`config.mk`:
```
export PLATFORM = sky130hd
export DESIGN_NAME = pkt_gen_flat
export DESIGN_NICKNAME = d
export VERILOG_FILES = /design/src/rtl/pkt_gen_if.sv /design/src/rtl/pkt_gen.sv /design/src/flat_wrapper.sv
export SDC_FILE = /design/constraint.sdc
export NUM_CORES = 1
export LEC_CHECK = 0
export BUFFER_PORTS_ARGS = -buffer_cell sky130_fd_sc_hd__buf_2
export CAP_MARGIN = 20
export CELL_PAD_IN_SITES_DETAIL_PLACEMENT = 0
export CELL_PAD_IN_SITES_GLOBAL_PLACEMENT = 2
export CORE_MARGIN = 2
export CORE_UTILIZATION = 32
export DETAILED_ROUTE_END_ITERATION = 16
export HOLD_SLACK_MARGIN = 0.05
export MAX_ROUTING_LAYER = met4
export PLACE_DENSITY_LB_ADDON = 0.1
export SYNTH_ARGS = -nofsm -noshare
export SYNTH_HDL_FRONTEND = slang
export SYNTH_SLANG_ARGS = --single-unit
```
`constraint.sdc`:
```
create_clock -name clk -period 3.4 [get_ports clk]
set_input_delay 0.85 -clock clk [delete_from_list [all_inputs] [get_ports clk]]
set_output_delay 0.85 -clock clk [all_outputs]
set_load 0.01 [all_outputs]
```
`src/rtl/pkt_gen_if.sv`:
```
// pkt_gen_if: metadata stream from a traffic generator to an ingress block.
//   gen_meta : metadata word (destination, source id, sequence, timestamp)
//   gen_en   : word-valid strobe, one cycle per word, no backpressure
// master modport drives the stream (generator), slave modport receives it.
interface pkt_gen_if #(
  parameter int META_WIDTH = 32
);
  logic [META_WIDTH-1:0] gen_meta;
  logic                  gen_en;

  modport master (output gen_meta, output gen_en);
  modport slave  (input  gen_meta, input  gen_en);
endinterface

```
`src/rtl/pkt_gen.sv`:
```
// pkt_gen: per-ingress-port traffic generator.
// Software programs PKT_CNT, INTERVAL, MODE/FIXED_DST and SEED, then pulses
// start. The block emits PKT_CNT metadata words, one every max(INTERVAL,1)
// cycles, and holds experimenting high while the run is active.
// Ports:
//   clk, reset            : clock, asynchronous active-low reset
//   cfg_we/addr/wdata     : register write port (0 PKT_CNT, 1 INTERVAL,
//                           2 MODE[1:0]/FIXED_DST[3:2], 3 SEED)
//   start, stop           : run request, abort request
//   meta_if (master)      : gen_meta / gen_en metadata stream
//   experimenting, done   : run status
//   sent_cnt              : words emitted in the current or last run
module pkt_gen #(
  parameter logic [1:0] SRC_ID     = 2'd0,
  parameter int         META_WIDTH = 32
) (
  input  logic             clk,
  input  logic             reset,
  input  logic             cfg_we,
  input  logic [1:0]       cfg_addr,
  input  logic [31:0]      cfg_wdata,
  input  logic             start,
  input  logic             stop,
  pkt_gen_if.master        meta_if,
  output logic             experimenting,
  output logic             done,
  output logic [15:0]      sent_cnt
);

  typedef enum logic [1:0] {IDLE = 2'd0, RUN = 2'd1, DONE = 2'd2} state_t;

  localparam logic [15:0] SEED_DFLT = 16'hACE1;

  state_t      state;

  logic [15:0] pkt_cnt_r;
  logic [7:0]  interval_r;
  logic [1:0]  mode_r;
  logic [1:0]  fixed_dst_r;
  logic [15:0] seed_r;

  // Per-run counters; seq_r/ts_r/rr_r/lfsr_r hold the values for the next word.
  logic [11:0] seq_r;
  logic [15:0] ts_r;
  logic [7:0]  gap_r;
  logic [1:0]  rr_r;
  logic [15:0] lfsr_r;

  logic [7:0]  interval_eff;
  logic [15:0] seed_eff;
  logic        emit_due;
  logic        last_pkt;
  logic        can_start;
  logic        unused_wdata;

  // x^16+x^14+x^13+x^11+1, shifting left with feedback into bit 0.
  function automatic logic [15:0] lfsr_step(input logic [15:0] v);
    return {v[14:0], v[15] ^ v[13] ^ v[12] ^ v[10]};
  endfunction

  function automatic logic [1:0] pick_dst(input logic [1:0] mode,
                                          input logic [1:0] fixed_dst,
                                          input logic [1:0] rr,
                                          input logic [15:0] lfsr);
    case (mode)
      2'd1:    return rr;
      2'd2:    return lfsr[1:0];
      default: return fixed_dst;
    endcase
  endfunction

  function automatic logic [META_WIDTH-1:0] meta_word(input logic [1:0]  dst,
                                                      input logic [11:0] seq,
                                                      input logic [15:0] ts);
    return {dst, SRC_ID, seq, ts};
  endfunction

  assign interval_eff = (interval_r == 8'd0) ? 8'd1 : interval_r;
  assign seed_eff     = (seed_r == 16'd0) ? SEED_DFLT : seed_r;
  // gap_r counts edges since the last emission, so a word is due once it
  // reaches the effective interval.
  assign emit_due     = (gap_r >= interval_eff);
  assign last_pkt     = (sent_cnt == pkt_cnt_r - 16'd1);
  assign can_start    = start && (pkt_cnt_r != 16'd0);
  assign unused_wdata = ^cfg_wdata[31:16];

  always_ff @(posedge clk or negedge reset) begin
    if (!reset) begin
      state            <= IDLE;
      pkt_cnt_r        <= 16'd0;
      interval_r       <= 8'd1;
      mode_r           <= 2'd0;
      fixed_dst_r      <= 2'd0;
      seed_r           <= SEED_DFLT;
      seq_r            <= 12'd0;
      ts_r             <= 16'd0;
      gap_r            <= 8'd0;
      rr_r             <= 2'd0;
      lfsr_r           <= 16'd0;
      meta_if.gen_meta <= '0;
      meta_if.gen_en   <= 1'b0;
      experimenting    <= 1'b0;
      done             <= 1'b0;
      sent_cnt         <= 16'd0;
    end else begin
      case (state)
        IDLE, DONE: begin
          if (can_start) begin
            // Packet 0 leaves on the start edge with all run counters cleared.
            meta_if.gen_en   <= 1'b1;
            meta_if.gen_meta <= meta_word(pick_dst(mode_r, fixed_dst_r, 2'd0, seed_eff),
                                          12'd0, 16'd0);
            seq_r            <= 12'd1;
            ts_r             <= 16'd1;
            gap_r            <= 8'd1;
            rr_r             <= 2'd1;
            lfsr_r           <= lfsr_step(seed_eff);
            sent_cnt         <= 16'd1;
            experimenting    <= 1'b1;
            done             <= 1'b0;
            state            <= (pkt_cnt_r == 16'd1) ? DONE : RUN;
          end else begin
            meta_if.gen_en <= 1'b0;
            experimenting  <= 1'b0;
            if (cfg_we) begin
              case (cfg_addr)
                2'd0: pkt_cnt_r <= cfg_wdata[15:0];
                2'd1: interval_r <= cfg_wdata[7:0];
                2'd2: begin
                  mode_r      <= cfg_wdata[1:0];
                  fixed_dst_r <= cfg_wdata[3:2];
                end
                default: seed_r <= cfg_wdata[15:0];
              endcase
              done  <= 1'b0;
              state <= IDLE;
            end else if (state == DONE) begin
              // DONE is entered on the last emission edge; status follows a cycle later.
              done <= 1'b1;
            end
          end
        end

        RUN: begin
          ts_r <= ts_r + 16'd1;
          if (stop) begin
            meta_if.gen_en <= 1'b0;
            experimenting  <= 1'b0;
            state          <= IDLE;
          end else if (emit_due) begin
            meta_if.gen_en   <= 1'b1;
            meta_if.gen_meta <= meta_word(pick_dst(mode_r, fixed_dst_r, rr_r, lfsr_r),
                                          seq_r, ts_r);
            seq_r            <= seq_r + 12'd1;
            rr_r             <= rr_r + 2'd1;
            lfsr_r           <= lfsr_step(lfsr_r);
            gap_r            <= 8'd1;
            if (sent_cnt != pkt_cnt_r) sent_cnt <= sent_cnt + 16'd1;
            if (last_pkt) state <= DONE;
          end else begin
            meta_if.gen_en <= 1'b0;
            gap_r          <= gap_r + 8'd1;
          end
        end

        default: state <= IDLE;
      endcase
    end
  end

endmodule

```
`src/flat_wrapper.sv`:
```
// flat-port wrapper written by rule: the top's interface ports become plain ports
module pkt_gen_flat 
#(
  parameter logic [1:0] SRC_ID     = 2'd0,
  parameter int         META_WIDTH = 32
)
  (clk, reset, cfg_we, cfg_addr, cfg_wdata, start, stop, experimenting, done, sent_cnt, meta_if_gen_meta, meta_if_gen_en);
  pkt_gen_if #(.META_WIDTH(META_WIDTH)) meta_if_i ();
  input  logic clk;
  input  logic reset;
  input  logic cfg_we;
  input  logic [1:0] cfg_addr;
  input  logic [31:0] cfg_wdata;
  input  logic start;
  input  logic stop;
  output logic experimenting;
  output logic done;
  output logic [15:0] sent_cnt;
  output wire logic [$bits(meta_if_i.gen_meta)-1:0] meta_if_gen_meta;
  output wire logic [$bits(meta_if_i.gen_en)-1:0] meta_if_gen_en;
  assign meta_if_gen_meta = meta_if_i.gen_meta;
  assign meta_if_gen_en = meta_if_i.gen_en;
  pkt_gen #(.SRC_ID(SRC_ID), .META_WIDTH(META_WIDTH)) u_core (.clk(clk), .reset(reset), .cfg_we(cfg_we), .cfg_addr(cfg_addr), .cfg_wdata(cfg_wdata), .start(start), .stop(stop), .meta_if(meta_if_i), .experimenting(experimenting), .done(done), .sent_cnt(sent_cnt));
endmodule
```
# ---- Yosys cells after proc, flatten, opt, wreduce, memory -nomap -nowiden
# Cells that the tools add are included.
dict set report word_totals {
  ff_bits 151
  output_inout_bits 51
  word_cells 115
  in_bits 39
}
dict set report classes {
  magnitude_cmp 1
  n_eq_ne 17
  mux 46
  n_bitwise 8
  n_reduce_logical 21
  add_sub_neg 6
}
# cell n
set ops {}
lappend ops {{$mux W16} 8}
lappend ops {{$mux W32} 3}
lappend ops {{$pmux W16 S2} 3}
lappend ops {{$pmux W32 S2} 1}
lappend ops {{$mux W12} 3}
lappend ops {{$add A16 B1 Y16 const B} 2}
lappend ops {{$mux W8} 4}
lappend ops {{$pmux W12 S2} 1}
lappend ops {{$reduce_and A4 Y1} 5}
lappend ops {{$mux W2} 9}
lappend ops {{$eq A16 B1 Y1 const B} 1}
lappend ops {{$eq A16 B16 Y1} 1}
lappend ops {{$logic_not A16 Y1} 1}
lappend ops {{$ne A16 B16 Y1} 1}
lappend ops {{$pmux W2 S2} 4}
lappend ops {{$pmux W8 S2} 1}
lappend ops {{$reduce_bool A16 Y1} 1}
lappend ops {{$sub A16 B1 Y16 const B} 1}
lappend ops {{$add A12 B1 Y12 const B} 1}
lappend ops {{$ne A3 B2 Y1 const B} 3}
lappend ops {{$add A8 B1 Y8 const B} 1}
lappend ops {{$ge A8 B8 Y1} 1}
lappend ops {{$logic_not A8 Y1} 1}
lappend ops {{$mux W1} 7}
lappend ops {{other kinds (17)} 35}

# ---- Depth between registers and ports, before layout
dict set report logic_depth {
  depth_word 7
  depth_mapped 12
  mapped_depth_nobuf 10
}

# ---- Worst setup path after synthesis
# Ideal clock, no wire load.
dict set report synth_timing {
  path_type {reg2reg}
  from {reg u_core.interval_r[2]}
  to {reg u_core.seq_r[2]}
  setup_slack_ns 0.634
  path_stages_with_launch 13
  required_time_ns 3.268
  synth_period_minus_slack_ns 2.766
  arrival_time_ns 2.634
  path_cell_list {dfrtp_1 > nor4_1 > a41o_1 > ha_1 > nand2b_1 > a2111o_1 > a311oi_2 > a21oi_1 > buf_2 > buf_2 > nand2_1 > xor2_1 > nor2_1}
}
dict set report synth_via {
  elab_chain_len 5
}
# item line_no
set synth_rtl {}
lappend synth_rtl {{start: declaration} pkt_gen.sv:37} ;# logic [7:0] interval_r;
lappend synth_rtl {{start signal: assignment} pkt_gen.sv:128} ;# 2'd1: interval_r <= cfg_wdata[7:0];
lappend synth_rtl {{$logic_not A8 Y1} pkt_gen.sv:78} ;# assign interval_eff = (interval_r == 8'd0) ? 8'd1 : interval_r;
lappend synth_rtl {{$mux W8 (*)} pkt_gen.sv:78}
lappend synth_rtl {{$ge A8 B8 Y1 (*)} pkt_gen.sv:82} ;# assign emit_due = (gap_r >= interval_eff);
lappend synth_rtl {{$ne A2 B1 Y1 (no source line) (*)} -}
lappend synth_rtl {{$reduce_and A4 Y1 (no source line) (*)} -}
lappend synth_rtl {{end signal: assignment} pkt_gen.sv:154} ;# seq_r <= seq_r + 12'd1;
lappend synth_rtl {{end: declaration} pkt_gen.sv:43} ;# logic [11:0] seq_r;
# Every way passes the cells marked *; elsewhere a longest branch is shown, timed or not.
# A chain may end at the register's enable or synchronous reset.

# ---- Worst setup path in the final report
dict set report layout_timing {
  from {reg u_core.interval_r[2]}
  to {reg u_core.meta_if.gen_meta[6]}
}
dict set report layout_via {
  elab_chain_len 5
}
# item line_no
set layout_rtl {}
lappend layout_rtl {{$logic_not A8 Y1} pkt_gen.sv:78}
lappend layout_rtl {{$mux W8 (*)} pkt_gen.sv:78}
lappend layout_rtl {{$ge A8 B8 Y1 (*)} pkt_gen.sv:82}
lappend layout_rtl {{$ne A2 B1 Y1 (no source line) (*)} -}
lappend layout_rtl {{$reduce_and A4 Y1 (no source line) (*)} -}
lappend layout_rtl {{end signal: assignment} pkt_gen.sv:111} ;# meta_if.gen_meta <= meta_word(pick_dst(mode_r, fixed_dst_r, 2'd0, seed_eff),
lappend layout_rtl {{end signal: assignment} pkt_gen.sv:152} ;# meta_if.gen_meta <= meta_word(pick_dst(mode_r, fixed_dst_r, rr_r, lfsr_r),
lappend layout_rtl {{end: declaration} pkt_gen_if.sv:11} ;# modport master (output gen_meta, output gen_en);
# Marked as above.

==> results.txt <==
final hold vios: 0
layout cells sized above 1: 20.2%
DRT Wirelength: 19.8 mm
CTS root buffer: clkbuf_16
Synth Flop Type: dfrtp_1
placed cell areas: 8310 um^2
Mapped Area: 7590 um^2
Max Cap Viol: 0
Logic pwr share: 25.3%
crit path launch type: flip-flop
register area share after synthesis: 49.2%
worst r2r path cells: 9
P_sw: 2.12 mW
Layout Nets: 892
die area: 25000 um^2
Switching Share: 34.4%
vias post-DR: 5918
YS warnings: 0
pre-CTS setup slack: 243 ps
clk_lat worst skew: 410 ps
fill count: 2429
RSZ-0062 raised after global routing: no
post-route clock period utilization: 92.7%
CP Class: reg2reg
min cycle time layout: 3150 ps
Final HPWL DP: 14.3 mm
most common cell after layout, fill and taps aside: dfrtp_1
final setup margin: 248 ps
Post-CTS Resized: 0
crit path from: u_core.interval_r[2]
Clock Power Share: 32.1%
antenna-violating nets left: 0
Synth Area per Inst: 9.80 um^2
#FFs+latches synth: 149
Max VDD drop: 330 uV
CTS sink cnt: 149
pwr dens: 692 nW/um^2
Clock transition at path regs: 70 ps
setup TNS: 0 ps
overall power: 6.18 mW
per-cell routed wire length: 16.9 um
crit-path cells: nor4_1 -> a41o_1 -> ha_1 -> nand2b_1 -> a2111o_1 -> a311o_1 -> o21ai_4 -> buf_4 -> o21ai_0
Crit-path slowest cell: a311o_1
status: finished clean
Layout Utilization: 38.2%
Initial Util: 32.5%
port bufs: 71
chip width: 158 um
Total Routing Usage GR: 17.1%
first-pass GRT wire length: 32.2 mm
reg2reg start: u_core.interval_r[2]
core area: 23400 um^2
number of synthesized flops with an enable pin: 0
area occupied by registers: 3740 um^2
Worst setup EP type: flip-flop
Area growth, synth to finish: 17.6%
aggregate global routing overflow: 0
vias in the first global route: 5890
share of power burned in registers: 42.7%
RR Endpoint: u_core.meta_if.gen_meta[6]
Critical Path End: u_core.meta_if.gen_meta[6]
final setup vio count: 0
initial antenna violation count: 1
Hold/Removal Path Class: in2async
Internal: 4.05 mW
H-tree levels: 4
Cells after Synth: 775
Slowest Stage Delay on Critical Path: 490 ps
routability congestion estimate from global placement: 0.892
asr flop ratio synth: 100%
Slew Limit Fails: 0
pin count of the biggest net entering global routing: 60
R2R setup slack: 250 ps
CTS buffer count: 17
Critical Path AT: 3440 ps
Vias/cell: 5.05
number of core rows: 56
Hold-fix buffers, CTS: 0
Worst slew margin: 52.9%
post-synth cell types: 66
First-pass DRT Iterations: 6
# IOs: 90
Tightest Pin Transition: 697 ps
postcts setup bufs: 0
Post-route DRC: 0
area of the multi-input gates: 3590 um^2
cell area after layout: 8930 um^2
CP Data Required Time: 3690 ps
initial DRC count: 385
most frequent cells in the layout: dfrtp_1, nand2_1, nor2_1
Max clock buf depth: 2
Final Skew: 11.2 ps
Max Fclk: 317 MHz
LEAKAGE: 4.08 nW
CTS tree: yes
die height: 158 um
Critical Path Fanout Max: 25
## through the flow
step | hold slack (ps) | cells
floorplan | 446 | 776
global route | 409 | 1170
detailed placement | 450 | 1137
global placement | 444 | 1137
CTS | 413 | 1169
finish | 396 | 1171
## how the worst min path moves through the flow
stage / start / end / slack (ps) / cells after the start
final: reset / u_core.meta_if.gen_meta[1] / 400 / 1
after floorplan: u_core.lfsr_r[2] / u_core.lfsr_r[2] / 450 / 2
after detailed placement: u_core.meta_if.gen_meta[19] / u_core.meta_if.gen_meta[19] / 450 / 2
after global placement: u_core.meta_if.gen_meta[8] / u_core.meta_if.gen_meta[8] / 440 / 2
after global routing: reset / u_core.meta_if.gen_meta[1] / 410 / 1
after CTS: reset / u_core.meta_if.gen_meta[2] / 410 / 1
## sequential cells by signal, indices dropped and copies added (netlist names)
name,flops
u_core.done,1
u_core.experimenting,1
u_core.fixed_dst_r,2
u_core.gap_r,8
u_core.interval_r,8
u_core.lfsr_r,16
u_core.meta_if.gen_en,1
u_core.meta_if.gen_meta,30
u_core.mode_r,2
u_core.pkt_cnt_r,16
u_core.rr_r,2
u_core.seed_r,16
u_core.sent_cnt,16
u_core.seq_r,12
u_core.state,2
u_core.ts_r,16
## cell usage after synthesis (4+ instances only)
master,count,share of area [%]
dfrtp_1,140,46
nand2_1,110,5.4
nor2_1,71,3.5
o21ai_0,49,3.2
nand3_1,48,3.2
xor2_1,32,3.7
mux2_2,27,4.0
clkbuf_1,21,1.0
inv_1,21,1.0
xnor2_1,21,2.4
a21oi_1,17,1.1
ha_1,16,2.6
mux2_1,14,2.1
nor4_1,14,1.2
and3_1,13,1.1
nor3_1,13,0.86
a31oi_1,12,0.99
buf_2,11,0.72
nand4_1,11,0.91
o31ai_1,10,0.99
dfstp_2,9,3.1
o22ai_1,9,0.74
buf_4,6,0.59
nand2b_1,6,0.49
a221oi_1,5,0.58
nand3b_1,5,0.49
o211ai_1,5,0.49
buf_1,4,0.20
## critical path, delay by kind of cell (launching register included)
kind | cells | cell delay [ps]
AND/OR/NAND/NOR | 2 | 440
AO/OA/AOI/OAI | 5 | 1580
adder cells (fa/ha/maj) | 1 | 220
flip-flops | 1 | 390
buffers and inverters | 1 | 390
## metal layers
| metal | wire length, um | track usage, % | share of wire [%] |
|---|---|---|---|
| met5 | 0 | - | 0 |
| met2 | 9410 | 27.4 | 47 |
| met1 | 9360 | 22.0 | 47 |
| met4 | 327 | 4.89 | 1.6 |
| met3 | 732 | 3.59 | 3.7 |
## layout make-up
type                    instances  share of cell area [%]
flip-flops and latches        149                    41.9
clock buffers                  20                    5.00
diodes                          2                  0.0560
inverters                      21                   0.883
repair buffers                 86                    5.63
well taps                     319                    4.47
clock inverters                12                    1.89
multi-input cells             562                    40.2
## power groups by stage
stage / clock (mW) / sequential, mW / combinational (mW)
after floorplan: 0 / 2.50 / 1.20
after global placement: 0 / 2.65 / 1.54
after detailed placement: 0 / 2.67 / 1.57
after CTS: 2.04 / 2.64 / 1.58
after global routing: 2.13 / 2.70 / 1.75
final: 1.98 / 2.64 / 1.56
## cell families after synthesis
group                    count (synthesis)  share of synthesized area, %
buffers and inverters                   65                          3.89
multiplexers                            42                          6.21
AO/OA/AOI/OAI                          135                          11.9
flip-flops                             149                          49.2
other                                    1                        0.0494
XOR/XNOR                                53                          6.11
AND/OR/NAND/NOR                        314                          20.0
adder cells (fa/ha/maj)                 16                          2.64
Power figures use the tool's default switching activity.
